File: config.mk
export PLATFORM = sky130hd
export DESIGN_NAME = bn_relu_stage
export DESIGN_NICKNAME = d
export VERILOG_FILES = /design/src/rtl/bn_relu_stage.sv
export SDC_FILE = /design/constraint.sdc
export NUM_CORES = 1
export LEC_CHECK = 0
export BUFFER_PORTS_ARGS = -buffer_cell sky130_fd_sc_hd__buf_2
export CORE_ASPECT_RATIO = 1.25
export CORE_MARGIN = 4
export CORE_UTILIZATION = 35
export CTS_CLUSTER_SIZE = 25
export DETAILED_ROUTE_END_ITERATION = 6
export RECOVER_POWER = 25
export SYNTH_ARGS = -nofsm -noshare
export SYNTH_HDL_FRONTEND = slang
export SYNTH_SLANG_ARGS = --single-unit
File: constraint.sdc
create_clock -name i_clk -period 17.15 [get_ports i_clk]
set_input_delay 0.8575 -clock i_clk [delete_from_list [all_inputs] [get_ports i_clk]]
set_output_delay 0.8575 -clock i_clk [all_outputs]
set_load 0.005 [all_outputs]
File: src/rtl/bn_relu_stage.sv
// rtl/bn_relu_stage.sv - batch-norm affine, saturation and ReLU stage feeding the output-image BRAM
//
// Purpose:
//    Sits directly after the conv2d engine. Each accepted pixel is multiplied by a
//    fixed-point scale, rounded half-up, offset by an integer bias, saturated to the
//    pixel range and optionally rectified. The result is written to the output-image
//    BRAM at consecutive word addresses; o_done pulses once the layer has drained.
//
// Optional build macro:
//    BN_RELU_LEAKY_EN - when defined, negative results with ReLU enabled become
//                       result >>> 3 (leaky slope 1/8) instead of 0. Latency unchanged.
//
// Ports:
//    i_clk, i_rst      clock, synchronous active-high reset
//    i_start           one-cycle start pulse, latches i_num_pix/i_scale/i_bias/i_relu_en
//    i_num_pix         pixels expected this layer
//    i_scale           signed scale, FRAC_BITS fractional bits
//    i_bias            signed bias, integer pixel units
//    i_relu_en         1 = apply ReLU after batch-norm
//    i_data, i_valid   pixel stream from conv2d (no backpressure)
//    i_up_done         upstream done pulse, ends the accept phase early
//    o_outimg_addr     output BRAM byte address
//    o_outimg_we       output BRAM write enable
//    o_outimg_data     zero-extended result word
//    o_busy            high whenever the FSM is not idle
//    o_sat             sticky: a result was clipped this layer
//    o_done            one-cycle completion pulse

module bn_relu_stage #(
   parameter int DATA_WIDTH = 16,
   parameter int FRAC_BITS  = 8,
   parameter int ADDR_WIDTH = 18
) (
   input  logic                  i_clk,
   input  logic                  i_rst,
   input  logic                  i_start,
   input  logic [ADDR_WIDTH-1:0] i_num_pix,
   input  logic [DATA_WIDTH-1:0] i_scale,
   input  logic [DATA_WIDTH-1:0] i_bias,
   input  logic                  i_relu_en,
   input  logic [DATA_WIDTH-1:0] i_data,
   input  logic                  i_valid,
   input  logic                  i_up_done,
   output logic [ADDR_WIDTH-1:0] o_outimg_addr,
   output logic                  o_outimg_we,
   output logic [31:0]           o_outimg_data,
   output logic                  o_busy,
   output logic                  o_sat,
   output logic                  o_done
);

   localparam int PW = 2 * DATA_WIDTH;
   // Two guard bits so rounding and bias addition can never wrap.
   localparam int SW = PW + 2;

   localparam logic signed [SW-1:0] RND =
      {{(SW-1){1'b0}}, 1'b1} << (FRAC_BITS - 1);
   localparam logic signed [SW-1:0] SAT_MAX =
      {{(SW-DATA_WIDTH+1){1'b0}}, {(DATA_WIDTH-1){1'b1}}};
   localparam logic signed [SW-1:0] SAT_MIN =
      {{(SW-DATA_WIDTH+1){1'b1}}, {(DATA_WIDTH-1){1'b0}}};
   localparam logic [DATA_WIDTH-1:0] PIX_MAX = {1'b0, {(DATA_WIDTH-1){1'b1}}};
   localparam logic [DATA_WIDTH-1:0] PIX_MIN = {1'b1, {(DATA_WIDTH-1){1'b0}}};

   typedef enum logic [1:0] {
      S_IDLE,
      S_RUN,
      S_DRAIN,
      S_DONE
   } state_t;

   state_t                  state_q, state_d;
   logic [ADDR_WIDTH-1:0]   num_pix_q, num_pix_d;
   logic [DATA_WIDTH-1:0]   scale_q, scale_d;
   logic [DATA_WIDTH-1:0]   bias_q, bias_d;
   logic                    relu_q, relu_d;
   logic [ADDR_WIDTH-1:0]   count_q, count_d;
   logic [ADDR_WIDTH-1:0]   addr_q, addr_d;
   logic                    sat_q, sat_d;

   logic                    v1_q, v1_d;
   logic [PW-1:0]           p1_q, p1_d;
   logic                    v2_q, v2_d;
   logic signed [SW-1:0]    s2_q, s2_d;
   logic                    v3_q, v3_d;
   logic [DATA_WIDTH-1:0]   res_q, res_d;

   logic                    accept;
   logic [PW-1:0]           mul_a, mul_b;
   logic signed [SW-1:0]    p_ext, rnd_sum, r_shift, bias_ext;
   logic signed [DATA_WIDTH-1:0] sat_val, act_val;
   logic                    clip;

   // Control FSM and layer bookkeeping
   always_comb begin
      state_d   = state_q;
      num_pix_d = num_pix_q;
      scale_d   = scale_q;
      bias_d    = bias_q;
      relu_d    = relu_q;
      count_d   = count_q;
      addr_d    = addr_q;
      sat_d     = sat_q;
      accept    = 1'b0;

      // Address steps in the cycle after each write; o_sat collects clips from S3.
      if (v3_q) begin
         addr_d = addr_q + ADDR_WIDTH'(4);
      end
      if (v2_q && clip) begin
         sat_d = 1'b1;
      end

      case (state_q)
         S_IDLE: begin
            if (i_start) begin
               num_pix_d = i_num_pix;
               scale_d   = i_scale;
               bias_d    = i_bias;
               relu_d    = i_relu_en;
               count_d   = '0;
               addr_d    = '0;
               sat_d     = 1'b0;
               state_d   = S_RUN;
            end
         end
         S_RUN: begin
            // count never exceeds num_pix, so num_pix=0 accepts nothing and leaves at once
            accept = i_valid && (count_q != num_pix_q);
            if (accept) begin
               count_d = count_q + ADDR_WIDTH'(1);
            end
            if ((count_q == num_pix_q) || i_up_done ||
                (accept && (count_d == num_pix_q))) begin
               state_d = S_DRAIN;
            end
         end
         S_DRAIN: begin
            if (!v1_q && !v2_q && !v3_q) begin
               state_d = S_DONE;
            end
         end
         S_DONE: begin
            state_d = S_IDLE;
         end
         default: begin
            state_d = S_IDLE;
         end
      endcase
   end

   // Datapath: S1 multiply, S2 round + bias, S3 saturate + activation
   always_comb begin
      // Sign-extend to full product width so the low PW bits of the product are the signed result.
      mul_a = {{DATA_WIDTH{i_data[DATA_WIDTH-1]}}, i_data};
      mul_b = {{DATA_WIDTH{scale_q[DATA_WIDTH-1]}}, scale_q};
      p1_d  = mul_a * mul_b;
      v1_d  = accept;

      p_ext    = {{(SW-PW){p1_q[PW-1]}}, p1_q};
      rnd_sum  = p_ext + RND;
      r_shift  = rnd_sum >>> FRAC_BITS;
      bias_ext = {{(SW-DATA_WIDTH){bias_q[DATA_WIDTH-1]}}, bias_q};
      s2_d     = r_shift + bias_ext;
      v2_d     = v1_q;

      clip    = 1'b0;
      sat_val = s2_q[DATA_WIDTH-1:0];
      if (s2_q > SAT_MAX) begin
         sat_val = PIX_MAX;
         clip    = 1'b1;
      end else if (s2_q < SAT_MIN) begin
         sat_val = PIX_MIN;
         clip    = 1'b1;
      end

      act_val = sat_val;
      if (relu_q && sat_val[DATA_WIDTH-1]) begin
`ifdef BN_RELU_LEAKY_EN
         act_val = sat_val >>> 3;
`else
         act_val = '0;
`endif
      end

      res_d = v2_q ? act_val : res_q;
      v3_d  = v2_q;
   end

   always_ff @(posedge i_clk) begin
      if (i_rst) begin
         state_q   <= S_IDLE;
         num_pix_q <= '0;
         scale_q   <= '0;
         bias_q    <= '0;
         relu_q    <= 1'b0;
         count_q   <= '0;
         addr_q    <= '0;
         sat_q     <= 1'b0;
         v1_q      <= 1'b0;
         p1_q      <= '0;
         v2_q      <= 1'b0;
         s2_q      <= '0;
         v3_q      <= 1'b0;
         res_q     <= '0;
      end else begin
         state_q   <= state_d;
         num_pix_q <= num_pix_d;
         scale_q   <= scale_d;
         bias_q    <= bias_d;
         relu_q    <= relu_d;
         count_q   <= count_d;
         addr_q    <= addr_d;
         sat_q     <= sat_d;
         v1_q      <= v1_d;
         p1_q      <= p1_d;
         v2_q      <= v2_d;
         s2_q      <= s2_d;
         v3_q      <= v3_d;
         res_q     <= res_d;
      end
   end

   assign o_outimg_addr = addr_q;
   assign o_outimg_we   = v3_q;
   assign o_outimg_data = {{(32-DATA_WIDTH){1'b0}}, res_q};
   assign o_busy        = (state_q != S_IDLE);
   assign o_sat         = sat_q;
   assign o_done        = (state_q == S_DONE);

endmodule

==> metrics.csv, run 1 <==
stage;metric;value;unit
outcome;outcome;complete, but fails checks;
outcome;failing checks;max-capacitance violations, max-slew violations;
floorplan;die footprint;53600;µm²
sta;Tmin final;7.24;ns
clock_tree;setup bufs post-CTS;0;
synthesis;Synth warnings;0;
cells_and_area;final core utilization;38.5;%
route;Vias;13500;
synthesis;sequential share of the synthesized area;18.1;%
sta;slew at the pin with the worst max-slew slack;2.49;ns
power_and_ir_drop;pwr dens;159;nW/µm²
sta;highest clock rate;138;MHz
global_route;vias in the first global route;14800;
placement;GP Congestion;0.913;
clock_tree;clk sink count;158;
sta;Final Hold Viols;0;
setup_path;CP startpoint;scale_q[12]$_SDFFE_PP0P_;
cells_and_area;diodes inserted;0;
route;drt first-iter violations;677;
hold_path;worst hold-check path type;reg -> reg;
placement;dpl hpwl;34.8;mm
cells_and_area;nets;2509;
setup_path;Worst R2R Start;scale_q[12]$_SDFFE_PP0P_;
cells_and_area;share of layout cells above drive strength 1;6.93;%
cells_and_area;commonest cells after routing, fill and taps aside;inv_1 (338), nand2_1 (266), fa_1 (262), dfxtp_1 (158), and2_1 (124);
clock_tree;hold buffers post-CTS;0;
clock_tree;worst skew pair latency;0.43;ns
synthesis;asr flop ratio synth;0;%
sta;setup TNS;0;ns
cells_and_area;Syn-to-layout area delta;8.84;%
synthesis;post-synthesis xor/xnor area fraction;5.89;%
clock_tree;Max clock buf depth;2;
setup_path;Startpoint Class;flip-flop;
placement;I/O Buffers;107;
route;post-route ant nets;0;
route;DR DRC count;0;
setup_path;Worst EP required;17.36;ns
synthesis;Post-Synthesis Cells;2015;
synthesis;Synth Area in Compound Gates;9.18;%
clock_tree;TritonCTS clock tree;yes;
synthesis;synth unique cells;79;
route;detailed-route vias per instance;4.95;
sta;RSZ-0062 raised after global routing;no;
power_and_ir_drop;Peak VDD IR;0.104;mV
synthesis;Top FF cell, synth;dfxtp_1;
setup_path;Arr. time, crit path;7.44;ns
sta;Setup-failing EPs final;0;
synthesis;Synth Area in Adders;37.9;%
global_route;initial antenna violation count;1;
setup_path;CP Class;reg -> reg;
route;Post-Route WL;44.2;mm
setup_path;worst r2r dst;p1_q[30]$_SDFF_PP0_;
synthesis;flops & latches, synth;158;
synthesis;post-synthesis mux area share;0.179;%
global_route;Global Route Usage Sum;16.9;%
setup_path;reg-to-reg slack, setup;9.91;ns
global_route;first-pass GRT wire length;74.2;mm
setup_path;CP Max Fanout;17;
clock_tree;CTS HTree Levels;4;
clock_tree;Clock transition at path regs;0.06;ns
floorplan;Core Rows;91;
global_route;grt total ovfl;0;
cells_and_area;commonest non-fill, non-tap cell in the layout;inv_1;
synthesis;largest family of logic cells by synthesized area;adder cells;
hold_path;worst hold start;bias_q[7]$_SDFFE_PP0P_;
power_and_ir_drop;LEAKAGE;8.81;nW
setup_path;CP endpoint;p1_q[30]$_SDFF_PP0_;
clock_tree;CTS resizes;0;
floorplan;Core ar.;49400;µm²
cells_and_area;Fillers;5051;
clock_tree;CTS Buf Count;17;
route;drt pass-1 iters;7;
floorplan;Die Ht;258;µm
sta;worst clock skew;0.0124;ns
sta;Slew Viols, Final;60;
cells_and_area;Sequential Area;3160;µm²
synthesis;Synth Area in Simple Gates;18.8;%
clock_tree;Root Driver;clkbuf_16;
floorplan;# IOs;126;
synthesis;mapped cell area;17500;µm²
global_route;pin count of the biggest net entering global routing;93;
cells_and_area;multi-input combinational cell area;12700;µm²
sta;final hold slack;0.469;ns
sta;Slew headroom;-65.8;%
floorplan;Initial Util;35.4;%
route;WL/cell;16.2;µm
floorplan;Chip Width;208;µm
synthesis;Synth Area per Inst;8.68;µm²
setup_path;Worst R2R Path Depth;21;
synthesis;number of flops mapped to enable cells by yosys;0;
setup_path;Critical Path Sink Type;flip-flop;
sta;Final Cycle Share;42.2;%
run;Max-cap violations;1;
## logic make-up (layout without fill, tap and decap cells)
logic type,count (synthesis),count (layout)
other,1,18
buffers and inverters,435,480
AOI/OAI and AO/OA,257,257
muxes,3,3
DFF,158,158
adders and majority gates,373,373
xor gates and xnor gates,115,115
and+or+nand+nor,673,673
## worst min path at each step
stage,to,slack [ns],cells after the start
finish,bias_q[7]$_SDFFE_PP0P_,0.47,2
CTS,bias_q[7]$_SDFFE_PP0P_,0.47,2
global placement,bias_q[7]$_SDFFE_PP0P_,0.45,2
floorplan,bias_q[0]$_SDFFE_PP0P_,0.44,2
global route,bias_q[6]$_SDFFE_PP0P_,0.48,2
detailed placement,bias_q[6]$_SDFFE_PP0P_,0.46,2
## critical path, cell delays in order (launching register included)
cell      delay (ns)
dfxtp_1         0.89
nand2_1         0.18
fa_1            0.58
inv_1           0.05
fa_1            0.48
fa_1            0.56
fa_1            0.54
fa_1            0.55
inv_1           0.06
fa_1            0.52
inv_1           0.04
ha_1            0.34
a21o_1          0.21
a21o_1          0.17
a211o_1         0.31
a311oi_1        0.25
o21ai_0         0.25
a21oi_1         0.36
a21oi_1         0.20
a31oi_1         0.25
xor2_1          0.16
nor2_1          0.06
## flip-flops by register name, summed over array words and instances, names as in the netlist, 16 cells and up
signal,cells
s2_q,26
p1_q,25
count_q,18
num_pix_q,18
bias_q,16
o_outimg_addr,16
res_q,16
scale_q,16
## through the flow
step	total power [mW]	cell area (µm²)	worst slack [ns]	cells
2_1_floorplan	2.18	17600	10.33	2032
3_3_place_gp	2.62	18500	9.89	2696
3_5_place_dp	2.66	18500	9.81	2696
4_1_cts	3.07	19100	10.01	2728
5_1_grt	3.40	19000	9.59	2728
6_report	3.02	19000	9.91	2728
## layer usage
metal	wire length, µm	part of all wire (%)	GRT usage, %
met5	0	0	0
met4	964	2.2	4.03
met3	1630	3.7	1.79
met2	23700	54	32.7
met1	17900	41	19.8
## synth_stat cells (30+ instances only)
cell	n	area share (%)
a21oi_1	118	3.4
and2_1	125	4.5
clkbuf_1	67	1.4
dfxtp_1	158	18
fa_1	262	30
ha_1	111	7.9
inv_1	338	7.3
nand2_1	267	5.7
nand2b_1	31	1.1
nand3_1	30	0.86
nor2_1	115	2.5
o21ai_0	45	1.3
xnor2_1	67	3.4
xor2_1	45	2.3
## power breakdown
group	internal [mW]	switching (mW)	total, mW	leakage [nW]
Sequential	0.451	0.0897	0.541	1.29
Clock	0.237	0.161	0.398	0.307
Combinational	0.865	1.22	2.08	7.21
Total	1.55	1.47	3.02	8.81
## layout make-up
cell class / instances / area share [%]
sequential: 158 / 16.6
inverter: 338 / 6.66
multi-input combinational: 1439 / 66.5
tap: 651 / 4.28
timing repair buffer: 110 / 2.75
clock inverter: 13 / 0.920
clock buffer: 19 / 2.33
Note: power is estimated with default switching activity, not from simulation.
==> run 2: changes to the inputs <==
clock period = 7.06 ns   (was 17.15 ns; I/O delays follow)
==> run 2 against run 1 <==
Non-clock buffer count increased by 25. Largest cell class unchanged. Register-to-register slack worse by 9.6 ns. Clock power increased by 130%. Count of clock-buffer cells in the layout fell by 1. Sequential share of layout area is 0.053 points lower. Die area unchanged. Sequential cell count stayed put. First-iteration DRC count shrank 18%. Cell area increased by 0.87%. Clock skew is 0.0052 ns higher. The flow still finishes with violations (max-capacitance violations, max-slew violations). Core utilization rose by 0.34 points.
==> metrics.csv, run 2 (synthesis results as in run 1) <==
stage;metric;value;unit;change
clock_tree;Root Driver;clkbuf_16;;
route;drt pass-1 iters;5;;-2
setup_path;Crit. path cell count;21;;unchanged
sta;Final Cycle Share;95.4;%;+53 points
cells_and_area;nets;2534;;+1.0%
cells_and_area;biggest registers after layout;s2_q: 26 flops, p1_q: 25 flops;;
power_and_ir_drop;Sw Pwr;3.62;mW;+150%
run;Max-cap violations;2;;+1
placement;Post-Place Worst Slack;0.00125;ns;-9.80 ns
route;Vias;13400;;-0.74%
sta;Tmin final;6.73;ns;-0.502 ns
clock_tree;hold buffers post-CTS;0;;unchanged
setup_path;reg-to-reg slack, setup;0.33;ns;-9.59 ns
placement;I/O Buffers;107;;unchanged
sta;Setup-failing EPs final;0;;unchanged
power_and_ir_drop;clock share of power;12.3;%;-0.9 points
power_and_ir_drop;LEAKAGE;8.92;nW;+1.2%
sta;Slew headroom;-134;%;-68 points
power_and_ir_drop;Net Sw Frac;49.2;%;+0.64 points
outcome;failing checks;max-capacitance violations, max-slew violations;;
power_and_ir_drop;pwr dens;383;nW/µm²;+140%
setup_path;Worst EP required;7.36;ns;-10.00 ns
floorplan;Core ar.;49400;µm²;unchanged
hold_path;Min-Delay Endpoint;num_pix_q[7]$_SDFFE_PP0P_;;
route;DR DRC count;0;;unchanged
clock_tree;Clock transition at path regs;0.08;ns;+0.02 ns
global_route;pin count of the biggest net entering global routing;79;;-15%
cells_and_area;largest register by flop count;s2_q;;
cells_and_area;max FFs per register;26;;unchanged
floorplan;Initial Util;35.4;%;unchanged
route;Post-Route WL;44.1;mm;-0.13%
floorplan;# IOs;126;;unchanged
clock_tree;CTS HTree Levels;4;;unchanged
sta;RSZ-0062 raised after global routing;no;;
global_route;grt total ovfl;0;;unchanged
clock_tree;setup bufs post-CTS;0;;unchanged
power_and_ir_drop;Peak VDD IR;0.275;mV;+170%
sta;setup TNS;0;ns;unchanged
sta;worst clock skew;0.0176;ns;+0.00522 ns
setup_path;Startpoint Class;flip-flop;;
setup_path;CP Max Fanout;17;;unchanged
setup_path;crit-path max cell delay;0.72;ns;-0.17 ns
setup_path;CP Class;reg -> reg;;
hold_path;worst hold-check path type;in -> reg;;
setup_path;Worst R2R Path Depth;21;;unchanged
global_route;initial antenna violation count;0;;-1
route;detailed-route vias per instance;4.87;;-1.6%
setup_path;buffer and inverter count on the worst path;3;;unchanged
placement;dpl hpwl;35.6;mm;+2.4%
cells_and_area;Fillers;5026;;-0.49%
floorplan;Die Ht;258;µm;unchanged
cells_and_area;Syn-to-layout area delta;9.79;%;
cells_and_area;commonest non-fill, non-tap cell in the layout;inv_1;;
sta;slew at the pin with the worst max-slew slack;3.51;ns;+1.03 ns
hold_path;worst hold start;i_num_pix[7];;
sta;Final Hold Viols;0;;unchanged
setup_path;critical path's top delay family;adder cells;;
power_and_ir_drop;Internal Power;3.73;mW;+140%
clock_tree;worst skew pair latency;0.44;ns;about the same
clock_tree;CTS Buf Count;17;;unchanged
floorplan;Core Rows;91;;unchanged
sta;Slew Viols, Final;132;;+120%
power_and_ir_drop;Seq pwr share;17.5;%;-0.4 points
route;post-route ant nets;0;;unchanged
clock_tree;clk sink count;158;;unchanged
outcome;outcome;complete, but fails checks;;
power_and_ir_drop;Gate power share;70.2;%;+1.3 points
setup_path;Critical Path Sink Type;flip-flop;;
clock_tree;Max clock buf depth;2;;unchanged
global_route;vias in the first global route;14400;;-2.6%
route;drt first-iter violations;554;;-18%
setup_path;critical path's slowest cell;dfxtp_1;;
setup_path;crit-path cells;nand2_1 -> fa_1 -> inv_1 -> fa_1 -> fa_1 -> fa_1 -> fa_1 -> inv_1 -> fa_1 -> inv_1 -> ha_1 -> a21o_1 -> a21o_1 -> a211o_1 -> a311oi_1 -> o21ai_0 -> a21oi_2 -> a21oi_1 -> a31oi_1 -> xor2_1 -> nor2_1;;
setup_path;worst r2r dst;p1_q[30]$_SDFF_PP0_;;
hold_path;Worst Hold Depth;3;;+1
cells_and_area;diodes inserted;0;;unchanged
floorplan;Chip Width;208;µm;unchanged
setup_path;Arr. time, crit path;7.03;ns;-0.41 ns
global_route;first-pass GRT wire length;73.1;mm;-1.5%
setup_path;Worst R2R Start;scale_q[11]$_SDFFE_PP0P_;;
global_route;Global Route Usage Sum;16.7;%;-0.13 points
clock_tree;TritonCTS clock tree;yes;;
placement;GP Congestion;0.919;;+0.56%
cells_and_area;share of layout cells above drive strength 1;8.57;%;+1.6 points
sta;Setup WS post-layout;0.326;ns;-9.59 ns
sta;highest clock rate;148;MHz;+7.5%
floorplan;die footprint;53600;µm²;unchanged
cells_and_area;commonest cells after routing, fill and taps aside;inv_1 (338), nand2_1 (266), fa_1 (262), dfxtp_1 (150), and2_1 (124);;
route;WL/cell;16.0;µm;-1.0%
setup_path;CP most frequent cell;fa_1;;
run 2: cell types whose count changed in the layout (fill, tap and decap cells not counted), moves of 3 or more:
| cell | before | now |
|---|---|---|
| buf_4 | 3 | 27 |
| clkinvlp_4 | 0 | 3 |
| dfxtp_1 | 158 | 150 |
| dfxtp_2 | 0 | 5 |
| dfxtp_4 | 0 | 3 |
run 2: worst reg2reg max path, delay by kind of cell (launching register included):
kind                     cells  cell delay (ns)
adder cells (fa/ha/maj)      7             3.46
buffers and inverters        3             0.14
AND/OR/NAND/NOR              2             0.23
flip-flops                   1             0.72
XOR/XNOR                     1             0.18
AO/OA/AOI/OAI                8             1.85
run 2: how the worst max path moves through the flow:
stage                             start                   to  slack [ns]
2_1_floorplan   scale_q[9]$_SDFFE_PP0P_  p1_q[30]$_SDFF_PP0_        0.73
3_3_place_gp    scale_q[3]$_SDFFE_PP0P_  p1_q[19]$_SDFF_PP0_        0.18
3_5_place_dp    scale_q[3]$_SDFFE_PP0P_  p1_q[19]$_SDFF_PP0_       0.001
4_1_cts         scale_q[4]$_SDFFE_PP0P_  p1_q[19]$_SDFF_PP0_        0.03
5_1_grt         scale_q[2]$_SDFFE_PP0P_  p1_q[19]$_SDFF_PP0_        0.02
6_report       scale_q[11]$_SDFFE_PP0P_  p1_q[30]$_SDFF_PP0_        0.33
run 2: metrics by stage:
stage               hold WS [ns]  util [%]  power, mW  area [µm²]  instances
floorplan                  0.441         -       5.29       17600       2032
global placement           0.455      37.7       6.43       18600       2721
detailed placement         0.457      37.7       6.54       18600       2721
CTS                        0.141      38.9       7.48       19200       2752
global route               0.157      38.9       8.36       19200       2752
finish                     0.161      38.9       7.35       19200       2752
run 2: power by group through the flow:
| stage | sequential, mW | combinational [mW] | clock [mW] |
|---|---|---|---|
| final | 1.29 | 5.16 | 0.903 |
| after detailed placement | 1.30 | 5.24 | 0 |
| after floorplan | 1.21 | 4.08 | 0 |
| after global routing | 1.31 | 6.09 | 0.957 |
| after global placement | 1.29 | 5.13 | 0 |
| after CTS | 1.28 | 5.27 | 0.922 |
run 2: area by class of cell:
type / instances / area, µm² / share of cell area [%]
Clock buffer: 18 / 439 / 2.29
Tap cell: 651 / 815 / 4.24
Clock inverter: 13 / 134 / 0.697
Multi-Input combinational cell: 1439 / 12700 / 65.9
Timing Repair Buffer: 135 / 709 / 3.69
Sequential cell: 158 / 3180 / 16.6
Inverter: 338 / 1270 / 6.61
run 2: what timing repair did:
| action | CTS | global route |
|---|---|---|
| endpoints found under the setup margin | 1 | 10 |
| hold endpoints to repair | 0 | 0 |
| pin swaps | 0 | 0 |
| resized for setup | 1 | 12 |
run 2: per-layer routing:
layer | wire length, µm | vias up | GRT usage, %
li1 | - | 6433 | -
met1 | 17900 | 6606 | 20.1
met2 | 23200 | 298 | 31.0
met3 | 1600 | 67 | 2.26
met4 | 1320 | 0 | 5.13
met5 | 0 | - | 0
==> run 3: changes to the inputs <==
CORE_UTILIZATION = 50   (was 35)
PLACE_DENSITY = 0.71   (was default)
SETUP_SLACK_MARGIN = 0.15   (was default)
clock period = 6.1 ns   (was 7.06 ns; I/O delays follow)
==> run 3 against run 2 <==
The flow now finishes without violations. Via count increased by 4.7%. Largest power group unchanged. Register-to-register slack worse by 0.26 ns. Die area decreased by 29%. Critical path type unchanged. Power increased by 31%. Final cell count shrank 2.8%. Critical endpoint is now p1_q[19]$_SDFF_PP0_.
==> metrics.csv, run 3 (synthesis results as in run 1) <==
stage;metric;value;unit;change
sta;Slew headroom;33.8;%;+170 points
cells_and_area;Fillers;2996;;-40%
route;met2 WL;23.2;mm;-0.23%
setup_path;worst r2r dst;p1_q[19]$_SDFF_PP0_;;
route;met3 wire length;1.92;mm;+20%
global_route;grt total ovfl;0;;unchanged
clock_tree;CTS Buf Count;17;;unchanged
sta;slew at the pin with the worst max-slew slack;0.989;ns;-2.53 ns
hold_path;Worst Hold Depth;3;;unchanged
clock_tree;hold buffers post-CTS;0;;unchanged
route;WL/cell;16.1;µm;+0.64%
global_route;initial antenna violation count;1;;+1
placement;I/O Buffers;107;;unchanged
floorplan;Chip Width;175;µm;-16%
sta;RSZ-0062 raised after global routing;yes;;
setup_path;Worst EP required;6.47;ns;-0.89 ns
cells_and_area;commonest non-fill, non-tap cell in the layout;inv_1;;
power_and_ir_drop;Peak VDD IR;0.401;mV;+46%
global_route;first-pass GRT wire length;71.3;mm;-2.5%
global_route;pin count of the biggest net entering global routing;94;;+19%
route;Metal-1 WL;16.4;mm;-8.4%
cells_and_area;Syn-to-layout area delta;16.0;%;
hold_path;worst hold start;i_scale[11];;
route;Post-Route WL;43.1;mm;-2.2%
floorplan;Core Rows;76;;-16%
hold_path;Min-Delay Endpoint;scale_q[11]$_SDFFE_PP0P_;;
route;drt pass-1 iters;5;;unchanged
setup_path;Critical Path Sink Type;flip-flop;;
floorplan;Core ar.;34500;µm²;-30%
cells_and_area;commonest cells after routing, fill and taps aside;inv_1 (316), nand2_1 (262), fa_1 (244), dfxtp_1 (144);;
clock_tree;Max clock buf depth;2;;unchanged
cells_and_area;share of layout cells above drive strength 1;17.7;%;+9.1 points
cells_and_area;max FFs per register;26;;unchanged
clock_tree;CTS HTree Levels;4;;unchanged
power_and_ir_drop;pwr dens;474;nW/µm²;+24%
outcome;outcome;complete, no violations;;
floorplan;# IOs;126;;unchanged
route;Vias;14000;;+4.7%
cells_and_area;biggest registers after layout;s2_q: 26 flops, p1_q: 25 flops;;
power_and_ir_drop;Power Total;9.61;mW;+31%
sta;Tmin final;6.04;ns;-0.698 ns
setup_path;Worst R2R Start;scale_q[5]$_SDFFE_PP0P_;;
clock_tree;Root Driver;clkbuf_16;;
clock_tree;TritonCTS clock tree;yes;;
setup_path;Startpoint Class;flip-flop;;
global_route;vias in the first global route;14900;;+3.8%
setup_path;reg-to-reg slack, setup;0.06;ns;-0.26 ns
sta;Final Hold Viols;0;;unchanged
placement;dpl hpwl;34.8;mm;-2.3%
power_and_ir_drop;LEAKAGE;9.57;nW;+7.3%
sta;setup TNS;0;ns;unchanged
route;drt first-iter violations;753;;+36%
setup_path;Arr. time, crit path;6.40;ns;-0.63 ns
route;detailed-route vias per instance;5.25;;+7.8%
sta;Setup-failing EPs final;0;;unchanged
global_route;Global Route Usage Sum;23.0;%;+6.3 points
hold_path;worst hold-check path type;in -> reg;;
cells_and_area;largest register by flop count;s2_q;;
placement;GP Congestion;0.930;;+1.3%
floorplan;Initial Util;50.7;%;+15 points
sta;Final Cycle Share;99.0;%;+3.6 points
clock_tree;Clock transition at path regs;0.08;ns;about the same
sta;worst clock skew;0.0214;ns;+0.00381 ns
setup_path;CP Class;reg -> reg;;
floorplan;Die Ht;217;µm;-16%
clock_tree;clk sink count;158;;unchanged
floorplan;die footprint;38100;µm²;-29%
route;Top Layer Used;met5;;
route;post-route ant nets;0;;unchanged
sta;highest clock rate;166;MHz;+12%
setup_path;CP Max Fanout;8;;-9
setup_path;Worst R2R Path Depth;23;;+9.5%
run;Max-cap violations;0;;-2
sta;Slew Viols, Final;0;;-100%
clock_tree;worst skew pair latency;0.44;ns;about the same
cells_and_area;nets;2637;;+4.1%
route;DR DRC count;0;;unchanged
run 3: worst max-delay path by stage:
| stage | from | endpoint | slack, ns | depth (start not counted) |
|---|---|---|---|---|
| after floorplan | scale_q[4]$_SDFFE_PP0P_ | p1_q[19]$_SDFF_PP0_ | 0.15 | 23 |
| after global placement | scale_q[11]$_SDFFE_PP0P_ | p1_q[30]$_SDFF_PP0_ | -0.10 | 21 |
| after detailed placement | scale_q[11]$_SDFFE_PP0P_ | p1_q[30]$_SDFF_PP0_ | -0.19 | 21 |
| after CTS | scale_q[4]$_SDFFE_PP0P_ | p1_q[19]$_SDFF_PP0_ | 0.007 | 23 |
| after global routing | scale_q[5]$_SDFFE_PP0P_ | p1_q[19]$_SDFF_PP0_ | -0.11 | 23 |
| final | scale_q[5]$_SDFFE_PP0P_ | p1_q[19]$_SDFF_PP0_ | 0.06 | 23 |
run 3: routing by layer:
layer / track usage [%] / vias to the layer above
li1: - / 6621
met1: 26.6 / 6936
met2: 43.1 / 365
met3: 3.21 / 112
met4: 8.49 / 2
met5: 0 / -
run 3: repair_timing:
item / 4_1_cts / 5_1_grt
setup endpoints to repair: 14 / 16
pin swaps: 57 / 80
resized for setup: 48 / 71
buffers inserted: 12 / 12
run 3: cell type report:
cell class / instances / area [µm²] / area share (%)
Sequential cell: 158 / 3210 / 15.8
Multi-Input combinational cell: 1439 / 13000 / 64.1
Tap cell: 468 / 586 / 2.89
Inverter: 338 / 1270 / 6.27
Clock inverter: 15 / 173 / 0.851
Timing Repair Buffer: 238 / 1610 / 7.94
Clock buffer: 17 / 425 / 2.10
Antenna cell: 1 / 2.50 / 0.0123
run 3: report_power, final:
part	internal [mW]	total, mW	switching (mW)
clock	0.551	1.06	0.511
sequential	1.27	1.45	0.179
combinational	3.17	7.09	3.92
run 3: worst max-delay path, stage by stage, from the launching register on:
cell and delay, ns:
dfxtp_4 0.39, and2_4 0.15, fa_1 0.54, inv_2 0.04, fa_1 0.52, fa_2 0.44
fa_1 0.49, inv_1 0.05, fa_1 0.49, inv_2 0.04, fa_1 0.54, inv_2 0.04
ha_4 0.21, a21o_1 0.17, a221oi_2 0.29, o21ai_2 0.09, a31oi_2 0.20, buf_4 0.16
o21bai_4 0.06, a21oi_2 0.16, o21bai_1 0.11, a31o_2 0.23, or4b_4 0.48, nand3_2 0.07
run 3: per-stage QoR:
step | instance area, µm² | utilization (%) | setup slack (ns) | hold slack, ns | instances
3_3_place_gp | 19100 | 55.4 | -0.104 | 0.455 | 2617
3_5_place_dp | 19100 | 55.4 | -0.188 | 0.457 | 2617
2_1_floorplan | 17700 | - | 0.152 | 0.433 | 2032
5_1_grt | 20300 | 58.8 | -0.107 | 0.101 | 2673
4_1_cts | 20000 | 57.9 | 0.00655 | 0.0925 | 2661
6_report | 20300 | 58.8 | 0.0635 | 0.0999 | 2674
